===== src/rtl/decoder3_8_seq_if.sv =====
// Push-side handshake for decoder3_8_seq: a 3-bit code {x,y,z} offered with valid/ready.
interface decoder3_8_seq_if;
    logic in_valid;
    logic in_ready;
    logic x;
    logic y;
    logic z;

    modport master (output in_valid, output x, output y, output z, input in_ready);
    modport slave  (input in_valid, input x, input y, input z, output in_ready);
endinterface


===== src/rtl/decoder3_8_seq.sv =====
// Sequenced 3-to-8 decoder: queues codes in a small FIFO and replays each as a
// one-hot strobe of programmable length, followed by a single all-zero gap cycle.
module decoder3_8_seq #(
    parameter int WIDTH    = 8,
    parameter int WIDTH_IN = 3,
    parameter int DEPTH    = 4,
    parameter int HOLD_W   = 4
) (
    input  logic                       clk,
    input  logic                       rst_n,
    decoder3_8_seq_if.slave            bus,
    input  logic                       en,
    input  logic [HOLD_W-1:0]          hold,
    output logic [WIDTH-1:0]           D,
    output logic [WIDTH_IN-1:0]        d_code,
    output logic                       busy,
    output logic [$clog2(DEPTH):0]     count
);
    localparam int AW = $clog2(DEPTH);
    localparam int CW = AW + 1;

    localparam logic [1:0] S_IDLE  = 2'd0;
    localparam logic [1:0] S_DRIVE = 2'd1;
    localparam logic [1:0] S_GAP   = 2'd2;

    logic [WIDTH_IN-1:0] r_mem [DEPTH];
    logic [AW-1:0]       r_wptr;
    logic [AW-1:0]       r_rptr;
    logic [CW-1:0]       r_count;
    logic [1:0]          r_state;
    logic [HOLD_W-1:0]   r_cnt;
    logic [WIDTH-1:0]    r_d;
    logic [WIDTH_IN-1:0] r_code;

    logic                w_ready;
    logic                w_push;
    logic                w_pop;
    logic [WIDTH_IN-1:0] w_code_in;
    logic [WIDTH_IN-1:0] w_head;
    logic [HOLD_W-1:0]   w_hold_m1;

    // Ready comes only from registered occupancy; a pop in the same cycle does not free a slot early.
    assign w_ready   = (r_count != CW'(DEPTH));
    assign w_push    = bus.in_valid && w_ready;
    assign w_pop     = ((r_state == S_IDLE) || (r_state == S_GAP)) && (r_count != '0) && en;
    assign w_code_in = WIDTH_IN'({bus.x, bus.y, bus.z});
    assign w_head    = r_mem[r_rptr];
    assign w_hold_m1 = (hold == '0) ? '0 : hold - HOLD_W'(1);

    assign bus.in_ready = w_ready;
    assign D            = r_d;
    assign d_code       = r_code;
    assign busy         = (r_state != S_IDLE);
    assign count        = r_count;

    always_ff @(posedge clk) begin
        if (w_push)
            r_mem[r_wptr] <= w_code_in;
    end

    always_ff @(posedge clk or negedge rst_n) begin
        if (!rst_n) begin
            r_wptr  <= '0;
            r_rptr  <= '0;
            r_count <= '0;
        end else begin
            if (w_push)
                r_wptr <= r_wptr + AW'(1);
            if (w_pop)
                r_rptr <= r_rptr + AW'(1);
            case ({w_push, w_pop})
                2'b10:   r_count <= r_count + CW'(1);
                2'b01:   r_count <= r_count - CW'(1);
                default: r_count <= r_count;
            endcase
        end
    end

    always_ff @(posedge clk or negedge rst_n) begin
        if (!rst_n) begin
            r_state <= S_IDLE;
            r_cnt   <= '0;
            r_d     <= '0;
            r_code  <= '0;
        end else begin
            case (r_state)
                S_DRIVE: begin
                    if (r_cnt == '0) begin
                        r_state <= S_GAP;
                        r_d     <= '0;
                        r_code  <= '0;
                    end else begin
                        r_cnt <= r_cnt - HOLD_W'(1);
                    end
                end
                // IDLE and GAP share the pop path; GAP falls back to IDLE when nothing can pop.
                default: begin
                    if (w_pop) begin
                        r_state <= S_DRIVE;
                        r_d     <= WIDTH'(1) << w_head;
                        r_code  <= w_head;
                        r_cnt   <= w_hold_m1;
                    end else begin
                        r_state <= S_IDLE;
                        r_d     <= '0;
                        r_code  <= '0;
                    end
                end
            endcase
        end
    end
endmodule


===== src/flat_wrapper.sv =====
// flat-port wrapper written by rule: the top's interface ports become plain ports
module decoder3_8_seq_flat 
#(
    parameter int WIDTH    = 8,
    parameter int WIDTH_IN = 3,
    parameter int DEPTH    = 4,
    parameter int HOLD_W   = 4
)
  (clk, rst_n, en, hold, D, d_code, busy, count, bus_in_valid, bus_x, bus_y, bus_z, bus_in_ready);
  decoder3_8_seq_if bus_i ();
  input  logic clk;
  input  logic rst_n;
  input  logic en;
  input  logic [HOLD_W-1:0] hold;
  output logic [WIDTH-1:0] D;
  output logic [WIDTH_IN-1:0] d_code;
  output logic busy;
  output logic [$clog2(DEPTH):0] count;
  input wire logic [$bits(bus_i.in_valid)-1:0] bus_in_valid;
  input wire logic [$bits(bus_i.x)-1:0] bus_x;
  input wire logic [$bits(bus_i.y)-1:0] bus_y;
  input wire logic [$bits(bus_i.z)-1:0] bus_z;
  output wire logic [$bits(bus_i.in_ready)-1:0] bus_in_ready;
  assign bus_i.in_valid = bus_in_valid;
  assign bus_i.x = bus_x;
  assign bus_i.y = bus_y;
  assign bus_i.z = bus_z;
  assign bus_in_ready = bus_i.in_ready;
  decoder3_8_seq #(.WIDTH(WIDTH), .WIDTH_IN(WIDTH_IN), .DEPTH(DEPTH), .HOLD_W(HOLD_W)) u_core (.clk(clk), .rst_n(rst_n), .bus(bus_i), .en(en), .hold(hold), .D(D), .d_code(d_code), .busy(busy), .count(count));
endmodule

===== config.mk =====
export PLATFORM = sky130hd
export DESIGN_NAME = decoder3_8_seq_flat
export DESIGN_NICKNAME = d
export VERILOG_FILES = /design/src/rtl/decoder3_8_seq_if.sv /design/src/rtl/decoder3_8_seq.sv /design/src/flat_wrapper.sv
export SDC_FILE = /design/constraint.sdc
export NUM_CORES = 1
export LEC_CHECK = 0
export BUFFER_PORTS_ARGS = -buffer_cell sky130_fd_sc_hd__buf_2
export CORE_MARGIN = 2
export CORE_UTILIZATION = 50
export CTS_BUF_LIST = sky130_fd_sc_hd__clkbuf_16
export CTS_CLUSTER_SIZE = 24
export DETAILED_ROUTE_END_ITERATION = 8
export PLACE_DENSITY_LB_ADDON = 0.08
export SETUP_SLACK_MARGIN = 0.05
export SYNTH_ARGS = -nofsm -noshare
export SYNTH_HDL_FRONTEND = slang
export SYNTH_SLANG_ARGS = --single-unit

===== constraint.sdc =====
create_clock -name clk -period 2.44 [get_ports clk]
set_input_delay 0.61 -clock clk [delete_from_list [all_inputs] [get_ports clk]]
set_output_delay 0.61 -clock clk [all_outputs]
set_load 0.1 [all_outputs]

* Word-level counts from Yosys, hierarchy flattened
Memories as Yosys holds them, arrays and structs flattened. Index checks and enable logic that the tools add are counted.
Storage, ports and cells: memories kept 1, input port bits 11, RAM bits 12, word-level logic and storage cells 50, register bits after elaboration 24
Memories:
- u_core.r_mem | words 4, bits a word 3, rd ports 1, clocked after memory_dff 0, wr ports 1, line decoder3_8_seq.sv:26 | logic [WIDTH_IN-1:0] r_mem [DEPTH];
Cells by class: equal/unequal tests 7, reduce and logical (&&, ||, !) cells 12, $add $sub $neg 6, shift-type cells 1, mux-type cells 16
Operators by type and width (count):
- 8-bit two-way mux | 3
- 4-bit two-way mux | 4
- 3-bit two-way mux | 3
- 4-bit zero test | 2
- 1-bit by 3-bit left shift with 8-bit output (first input constant) | 1
- 4-bit by 1-bit subtractor with 4-bit output (second input constant) | 2
- 3-bit case mux with 2 select lines | 1
- 2-bit nonzero test | 3
- 2-bit by 1-bit adder with 2-bit output (second input constant) | 2
- 2-bit by 1-bit equality test with 1-bit output (second input constant) | 2
- 2-bit equality test (second input constant) | 2
- 2-bit two-way mux | 2
- 3-bit by 1-bit adder with 3-bit output (second input constant) | 1
- 1-bit logical AND | 3
- 1-bit two-way mux | 3
- 3-bit inequality test (second input constant) | 1
- 3-bit nonzero test | 1
- 3-bit by 1-bit subtractor with 3-bit output (second input constant) | 1
- 2-bit zero test | 1
- 2-bit by 1-bit inequality test with 1-bit output (second input constant) | 1
- 2-bit inequality test (second input constant) | 1
- 2-bit AND reduction | 1
- 1-bit logical OR | 1

* Depth between registers and ports, before layout
Gate-level depths: netlist of run 1.
word-level depth 6, mapped depth 9

* Worst setup path after synthesis of run 1
Ideal clock, no wire load.
path type register -> register, start point register u_core.r_count[2], in the netlist u_core.count[2], end point register u_core.r_count[2], in the netlist u_core.count[2], arrival time 3.118 ns, setup slack -0.841 ns, stages on the path, launching flop included 10, clock period less this slack 3.281 ns, library setup time 0.163 ns, data required time 2.277 ns, path through dfrtp_1 > or3b_1 > and2_4 > inv_1 > ha_1 > inv_1 > fa_1 > xor2_1 > nor2_1 > xor2_1
On the way: elaborated cells between the ends (all ways) 11, those cells by class add/sub (2); eq/ne (3); mux (1); reduce/logical (5)
RTL lines:
- start, declared | line decoder3_8_seq.sv:29 | logic [CW-1:0] r_count;
- start signal, assigned | line decoder3_8_seq.sv:72 | 2'b10: r_count <= r_count + CW'(1);
- start signal, assigned | line decoder3_8_seq.sv:73 | 2'b01: r_count <= r_count - CW'(1);
- start signal, assigned | line decoder3_8_seq.sv:74 | default: r_count <= r_count;
- 3-bit inequality test * | line decoder3_8_seq.sv:43 | assign w_ready = (r_count != CW'(DEPTH));
- via bus_in_ready | line flat_wrapper.sv:23 | output wire logic [$bits(bus_i.in_ready)-1:0] bus_in_ready;
- 1-bit logical AND * | line decoder3_8_seq.sv:44 | assign w_push = bus.in_valid && w_ready;
- 2-bit by 1-bit equality test with 1-bit output / 2-bit equality test (equally long branches) | line decoder3_8_seq.sv:71 | case ({w_push, w_pop})
- 3-bit case mux with 2 select lines / 2-bit nonzero test (equally long branches)
The timed path passes the listed nets; every way through them passes the cells marked *. A chain may end at the register's enable or synchronous reset.

* Worst setup path in the final report of run 1
start point register u_core.r_count[0], in the netlist u_core.count[0], end point register u_core.r_count[2], in the netlist u_core.count[2]
On the way: cells in the longest elaborated chain, start to end 5, elaborated cells between the ends (all ways) 11, those cells by class add/sub (2); eq/ne (3); mux (1); reduce/logical (5)
Ends and longest elaborated chain:
- 3-bit nonzero test | line decoder3_8_seq.sv:45 | assign w_pop = ((r_state == S_IDLE) || (r_state == S_GAP)) && (r_count != '0) && en;
- 1-bit logical AND (2 in series) | line decoder3_8_seq.sv:45
- 2-bit by 1-bit equality test with 1-bit output / 2-bit equality test (equally long branches) | line decoder3_8_seq.sv:71
- 3-bit case mux with 2 select lines / 2-bit nonzero test (equally long branches)
Parallel ways exist; a longest one is shown, timed or not.

==> results of run 1 <==
worst paths after layout:
check	endpoint	slack, ns
max	u_core.count[2]	0.22
min reg2reg	u_core.d_code[2]	0.47
max reg2reg	u_core.count[2]	0.22
max in group asynchronous	u_core.count[2]	1.74
min	u_core.d_code[2]	0.30
min in group clk	u_core.d_code[2]	0.47
flip-flops by register name, summed over array words and instances, names as in the netlist:
register	flops
u_core.D	8
u_core.count	3
u_core.d_code	3
u_core.r_cnt	4
u_core.r_mem	12
u_core.r_rptr	2
u_core.r_state	2
u_core.r_wptr	2
worst register-to-register path: cells and delay by family, from the launching register on:
family | cells | cell delay [ns]
simple gates | 3 | 0.73
fa+ha+maj | 2 | 0.52
flops | 1 | 0.50
xor+xnor | 2 | 0.30
buf+inv | 2 | 0.10
routing by layer:
metal	vias to the layer above	GRT usage (%)
li1	535	-
met1	542	23.6
met2	23	28.4
met3	7	4.97
met4	0	10.0
met5	-	0
cells in the final DEF, fill, tap and decap left out, types with 4 or more instances in the layout:
cell	n
buf_2	26
dfrtp_1	21
edfxtp_1	12
inv_1	8
a32o_1	6
nor2_1	5
ha_1	5
clkbuf_16	5
and3_1	4
nor3_1	4
xnor2_1	4
a22o_1	4
cell usage after synthesis (3+ instances only):
library cell,n
nor3_1,4
a32o_1,6
mux4_2,3
nand2b_1,3
dfrtp_1,24
xnor2_1,4
nor2_1,5
and3_1,4
edfxtp_1,12
inv_1,9
ha_1,6
a22o_1,4
metrics by stage:
step	cell area [um2]	std cells	TNS (ns)	worst slack, ns
after floorplan	1700	125	-0.0648	-0.0648
after global placement	1880	196	0	0.259
after detailed placement	1880	196	0	0.222
after CTS	2040	204	0	0.212
after global routing	2040	204	0	0.0833
final	2040	204	0	0.220
logic make-up after synthesis:
| kind of cell | synth area share, % |
|---|---|
| DFF | 57.0 |
| and+or+nand+nor | 12.8 |
| muxes | 5.94 |
| adders and majority gates | 5.64 |
| AOI/OAI and AO/OA | 11.9 |
| xor gates and xnor gates | 3.12 |
| buffers and inverters | 3.64 |
final cells by class:
class                      instances  area (um2)  area share [%]
sequential                        36         970            47.5
multi-input combinational         75         671            32.8
timing repair buffer              27         138            6.74
clock buffer                       5         125            6.12
tap                               46        57.6            2.82
inverter                          12        45.0            2.20
clock inverter                     3        37.5            1.84
==> impl_metrics.py, run 1 <==
metrics = {
    "die": {
        "ioPinCount": 27,
        "core_um2": 3280,
        "die_area_um2": 3850,
        "die_w_um": 62.1,
        "rows": 21,
        "start_util_pct": 51.3,
        "dieHeight_um": 62.1,
    },
    "synth": {
        "yosys-top-cells-area": "dfrtp_1 36%, edfxtp_1 21%, ha_1 4.5%",
        "synth_edf_count": 12,
        "synth_ff_type": "dfrtp_1",
        "synth_top_area_cell": "dfrtp_1",
        "synth_cell_types": 45,
        "syn_area_per_cell_um2": 13.5,
        "seq_area_frac_synth_pct": 57.0,
        "synthArstFlopShare_pct": 66.7,
        "syn_area_um2": 1690,
        "synth_top_area_share_pct": 35.6,
        "synth-seq-cells": 36,
        "syn_nets": 143,
        "synth_warnings": 0,
        "netlist_instances": 125,
    },
    "critical_path": {
        "max_stage_delay_ns": 0.50,
        "cp.required_ns": 2.63,
        "crit_chain": "or3b_4 -> and2_4 -> inv_1 -> ha_2 -> inv_2 -> fa_2 -> xor2_1 -> nor2_1 -> xor2_1",
        "cp.depth": 9,
        "path_buf_inv": 2,
        "end_kind": "flop",
        "worst_path_most_repeated_cell": "xor2_1",
        "crit_type": "flop to flop",
        "r2r_cells": 9,
        "crit_start": "u_core.count[0]",
        "path_max_fanout": 6,
        "worstPathArrival_ns": 2.42,
        "reg2reg_from": "u_core.count[0]",
        "start_kind": "flop",
        "cpMaxStageDelayCell": "dfrtp_4",
        "critPathTopFamily": "simple AND/OR/NAND/NOR gates",
    },
    "route": {
        "antenna_left": 0,
        "drc": 0,
        "wl_met2_um": 1530,
        "avgRoutedWirePerCell_um": 14.8,
        "maxUsedRoutingLayer": "met4",
        "vias": 1107,
        "drtIter0Drc": 61,
        "routed_wl_um": 3020,
        "met3WireLength_um": 137,
        "drt-pass1-iter-count": 4,
        "m1WireLength_um": 1300,
        "viasPerCell": 5.43,
    },
    "timing": {
        "max_freq_ghz": 0.450,
        "hold_violations": 0,
        "fin_worst_skew_ns": 0.00380,
        "setup_viol": 0,
        "relSlewSlack_pct": 52.1,
        "min_period_ns": 2.22,
        "slew_viol_final": 0,
        "fin_hold_ws_ns": 0.304,
        "period_share_pct": 91.0,
        "rsz0062_at_grt": "false",
        "worst_pin_slew_ns": 0.716,
    },
    "finish": {
        "layout.nets": 175,
        "fillers": 280,
        "syn2layout_area_growth_pct": 21.2,
        "diodes": 0,
        "final_layout_size_suffix_gt1_share_pct": 32.3,
        "finalCoreUtilization_pct": 62.2,
    },
    "clocking": {
        "cts_max_level": 2,
        "root_buffer": "clkbuf_16",
        "cts_tree": "yes",
        "cts.hold.buffers_added": 0,
        "cts.clk_slew.worst_paths_ns": 0.05,
        "cts.sinks": 36,
        "worstSkewPairLatency_ns": 0.28,
        "cts_resized": 0,
        "post-cts-setup-buffer-count": 0,
        "cts.path.max_buffers": 2,
        "cts_buffers": 5,
    },
    "global_route": {
        "grt_pass1_vias": 1061,
        "grt_pass1_wl_um": 4910,
        "grt_usage_pct": 18.4,
        "antenna_found_initial": 0,
        "grt_max_degree": 25,
        "grt-ovfl-total": 0,
    },
    "run_status": {
        "status": "finished clean",
    },
    "placed_design": {
        "routabilityCongestion": 0.794,
        "place_hpwl_um": 2190,
        "portBuffers": 26,
    },
    "flow_run": {
        "drv_cap": 0,
    },
    "worst_hold_path": {
        "hp-class": "primary input to async pin",
    },
}
Power of run 1 is not shown: default switching activity piles up to over one toggle a cycle in this logic, so the estimate is an artifact.
==> run 2: changes to the inputs <==
Settings changed: CTS_BUF_LIST sky130_fd_sc_hd__clkbuf_16 to sky130_fd_sc_hd__clkbuf_8.
==> impl_metrics.py, run 2 (synthesized netlist as in run 1, its figures left out) <==
metrics = {
    "timing": {
        "fin_worst_skew_ns": 0.00194,
        "worst_pin_slew_ns": 0.695,
        "rsz0062_at_grt": "false",
        "min_period_ns": 2.22,
        "slew_viol_final": 0,
        "hold_violations": 0,
        "max_freq_ghz": 0.451,
        "relSlewSlack_pct": 53.5,
        "setup_viol": 0,
        "period_share_pct": 91.0,
    },
    "route": {
        "routed_wl_um": 2940,
        "m1WireLength_um": 1290,
        "vias": 1106,
        "drtIter0Drc": 37,
        "drt-pass1-iter-count": 4,
        "viasPerCell": 5.42,
        "maxUsedRoutingLayer": "met4",
        "wl_met2_um": 1450,
        "avgRoutedWirePerCell_um": 14.4,
        "drc": 0,
        "antenna_left": 0,
        "met3WireLength_um": 146,
    },
    "clocking": {
        "cts.hold.buffers_added": 0,
        "cts_tree": "yes",
        "cts_resized": 0,
        "worstSkewPairLatency_ns": 0.29,
        "post-cts-setup-buffer-count": 0,
        "cts.path.max_buffers": 2,
        "cts.sinks": 36,
        "root_buffer": "clkbuf_8",
        "cts_buffers": 5,
        "cts_max_level": 2,
        "cts.clk_slew.worst_paths_ns": 0.07,
    },
    "worst_hold_path": {
        "hp-class": "primary input to async pin",
    },
    "global_route": {
        "grt_pass1_wl_um": 4740,
        "grt_pass1_vias": 1040,
        "grt_usage_pct": 17.7,
        "antenna_found_initial": 0,
        "grt-ovfl-total": 0,
        "grt_max_degree": 25,
    },
    "critical_path": {
        "crit_type": "flop to flop",
        "reg2reg_setup_slack_ns": 0.22,
        "start_kind": "flop",
        "cp.required_ns": 2.65,
        "r2r_cells": 9,
        "path_max_fanout": 6,
        "worstPathArrival_ns": 2.43,
        "rr_endpoint": "u_core.count[2]",
        "reg2reg_from": "u_core.count[0]",
        "end_kind": "flop",
    },
    "placed_design": {
        "routabilityCongestion": 0.794,
        "portBuffers": 26,
        "dpl.cell_count": 196,
        "place_hpwl_um": 2190,
    },
    "die": {
        "dieHeight_um": 62.1,
        "start_util_pct": 51.3,
        "core_um2": 3280,
        "die_w_um": 62.1,
        "rows": 21,
        "die_area_um2": 3850,
        "ioPinCount": 27,
    },
    "finish": {
        "finalNonFillerCells": 204,
        "final_layout_size_suffix_gt1_share_pct": 32.9,
        "fillers": 285,
        "layout.nets": 175,
        "diodes": 0,
        "mostFrequentLayoutCells": "26 x buf_2, 21 x dfrtp_1, 12 x edfxtp_1",
        "layout_commonest_cell": "buf_2",
        "regMostFlops": "u_core.r_mem",
        "syn2layout_area_growth_pct": 19.1,
        "largest_register_ff_count": 12,
    },
    "flow_run": {
        "drv_cap": 0,
    },
    "run_status": {
        "status": "finished clean",
    },
}
run 2: worst max-delay path by stage:
stage / startpoint / endpoint / slack [ns] / depth (start not counted)
2_1_floorplan: u_core.count[0] / u_core.count[2] / -0.06 / 9
3_3_place_gp: en / u_core.count[2] / 0.26 / 10
3_5_place_dp: en / u_core.count[2] / 0.22 / 10
4_1_cts: u_core.count[0] / u_core.count[2] / 0.21 / 9
5_1_grt: u_core.count[0] / u_core.count[2] / 0.08 / 9
6_report: u_core.count[0] / u_core.count[2] / 0.22 / 9
run 2: layout make-up:
class | count | area (um2) | share of cell area (%)
clock buffer | 7 | 96.3 | 4.80
clock inverter | 1 | 30.0 | 1.50
inverter | 12 | 45.0 | 2.24
multi-input combinational | 75 | 671 | 33.4
sequential | 36 | 970 | 48.3
tap | 46 | 57.6 | 2.87
timing repair buffer | 27 | 138 | 6.86
run 2: layer usage:
metal	up-vias	global-route usage [%]
met4	0	7.29
li1	527	-
met5	-	0
met2	24	27.2
met3	6	6.83
met1	549	22.6
run 2: worst max-delay path, stage by stage, from the launching register on:
cell and delay [ns]:
dfrtp_4 0.51, or3b_4 0.44, and2_4 0.17, inv_1 0.06, ha_2 0.19, inv_2 0.04
fa_2 0.33, xor2_1 0.14, nor2_1 0.12, xor2_1 0.15
run 2: metrics by stage:
stage	worst slack, ns	instance area [um2]	hold WS (ns)	util, %	setup TNS (ns)
finish	0.221	2010	0.291	61.1	0
global route	0.0831	2010	0.333	61.1	0
CTS	0.214	2010	0.304	61.1	0
detailed placement	0.222	1880	0.468	57.3	0
global placement	0.259	1880	0.453	57.3	0
floorplan	-0.0648	1700	0.314	-	-0.0648
Power of run 2 is left out for the same reason.
==> run 3: changes to the inputs <==
Clock period 2.44 ns to 2.2 ns, I/O delays scaled along.
==> impl_metrics.py, run 3 (synthesized netlist as in run 1, its figures left out) <==
metrics = {
    "timing": {
        "fin_hold_ws_ns": 0.237,
        "worst_pin_slew_ns": 0.725,
        "relSlewSlack_pct": 51.5,
        "fin_worst_skew_ns": 0.00401,
        "slew_viol_final": 0,
        "period_share_pct": 93.6,
        "hold_violations": 0,
        "min_period_ns": 2.06,
        "max_freq_ghz": 0.486,
        "setup_viol": 0,
        "rsz0062_at_grt": "false",
    },
    "run_status": {
        "status": "finished clean",
    },
    "die": {
        "rows": 21,
        "core_um2": 3280,
        "die_area_um2": 3850,
        "dieHeight_um": 62.1,
        "start_util_pct": 51.3,
        "die_w_um": 62.1,
        "ioPinCount": 27,
    },
    "finish": {
        "diodes": 0,
        "finalNonFillerCells": 209,
        "layout_commonest_cell": "buf_2",
        "largest_register_ff_count": 12,
        "finalCoreUtilization_pct": 62.1,
        "layout.nets": 180,
        "final_layout_size_suffix_gt1_share_pct": 36.2,
        "mostFrequentLayoutCells": "26 x buf_2, 21 x dfrtp_1, 12 x edfxtp_1",
        "regMostFlops": "u_core.r_mem",
        "syn2layout_area_growth_pct": 20.9,
    },
    "placed_design": {
        "routabilityCongestion": 0.798,
        "portBuffers": 26,
        "place_hpwl_um": 2300,
        "dpl.cell_count": 199,
    },
    "flow_run": {
        "drv_cap": 0,
    },
    "route": {
        "vias": 1138,
        "viasPerCell": 5.44,
        "drtIter0Drc": 102,
        "drc": 0,
        "antenna_left": 0,
        "routed_wl_um": 3090,
        "avgRoutedWirePerCell_um": 14.8,
        "drt-pass1-iter-count": 4,
    },
    "critical_path": {
        "cpMaxStageDelayCell": "dfrtp_4",
        "cp.depth": 9,
        "r2r_cells": 9,
        "cp.required_ns": 2.41,
        "critPathTopFamily": "simple AND/OR/NAND/NOR gates",
        "worstPathArrival_ns": 2.27,
        "crit_chain": "or3b_4 -> and2_4 -> inv_2 -> ha_4 -> inv_2 -> fa_2 -> xor2_1 -> nor2_1 -> xor2_1",
        "end_kind": "flop",
        "start_kind": "flop",
        "max_stage_delay_ns": 0.47,
        "path_max_fanout": 4,
        "path_buf_inv": 2,
        "crit_type": "flop to flop",
    },
    "global_route": {
        "grt-ovfl-total": 0,
        "grt_max_degree": 25,
        "antenna_found_initial": 0,
        "grt_pass1_vias": 1034,
        "grt_pass1_wl_um": 4890,
        "grt_usage_pct": 18.5,
    },
    "worst_hold_path": {
        "hp-class": "primary input to async pin",
    },
    "clocking": {
        "cts_buffers": 5,
        "worstSkewPairLatency_ns": 0.28,
        "cts.path.max_buffers": 2,
        "cts.sinks": 36,
        "cts_tree": "yes",
        "cts.clk_slew.worst_paths_ns": 0.07,
        "cts_max_level": 2,
        "root_buffer": "clkbuf_8",
    },
}
run 3: cell count changes in the layout (fill, tap and decap cells not counted), sizes merged:
cell	delta
buf	+5
clkinv	+1
inv	+1
clkbuf	-2
run 3: metrics by stage:
step | area, um2 | worst slack [ns] | setup TNS, ns
detailed placement | 1910 | 0.0843 | 0
floorplan | 1710 | -0.263 | -0.411
finish | 2040 | 0.140 | 0
global placement | 1910 | 0.121 | 0
CTS | 2020 | 0.0767 | 0
global route | 2040 | 0.0547 | 0
run 3: final cells by class:
cell class                 instances  area [um2]
tap                               46        57.6
multi-input combinational         75         683
clock buffer                       5        68.8
clock inverter                     3        38.8
timing repair buffer              32         175
fill                             263        1250
inverter                          12        45.0
sequential                        36         970
run 3: worst paths after layout:
kind | startpoint | endpoint | slack [ns]
worst max register to register | u_core.count[0] | u_core.count[2] | 0.14
min in group clk | bus_z | u_core.r_mem[2][0] | 0.48
max in group asynchronous | rst_n | u_core.count[2] | 1.55
worst min-delay path | rst_n | u_core.D[2] | 0.24
worst max-delay path | u_core.count[0] | u_core.count[2] | 0.14
worst min register to register | u_core.D[6] | u_core.D[6] | 0.49
run 3: routing by layer:
metal | up-vias | wire (um) | GRT usage, % | share of wire [%]
met5 | - | 0 | 0 | 0
met4 | 0 | 40 | 7.29 | 1.3
met3 | 4 | 172 | 6.83 | 5.6
met2 | 36 | 1520 | 28.0 | 49
met1 | 560 | 1360 | 24.2 | 44
li1 | 538 | - | - | -
run 3: worst reg2reg max path: stages, from the launching register on:
cell	delay, ns
dfrtp_4	0.47
or3b_4	0.39
and2_4	0.17
inv_2	0.06
ha_4	0.14
inv_2	0.03
fa_2	0.32
xor2_1	0.14
nor2_1	0.11
xor2_1	0.14
run 3: what timing repair did:
item,in CTS,in global routing
gates resized for setup,0,2
setup buffers,0,2
hold buffers,0,0
setup endpoints to repair,0,2
Power of run 3 is left out for the same reason.
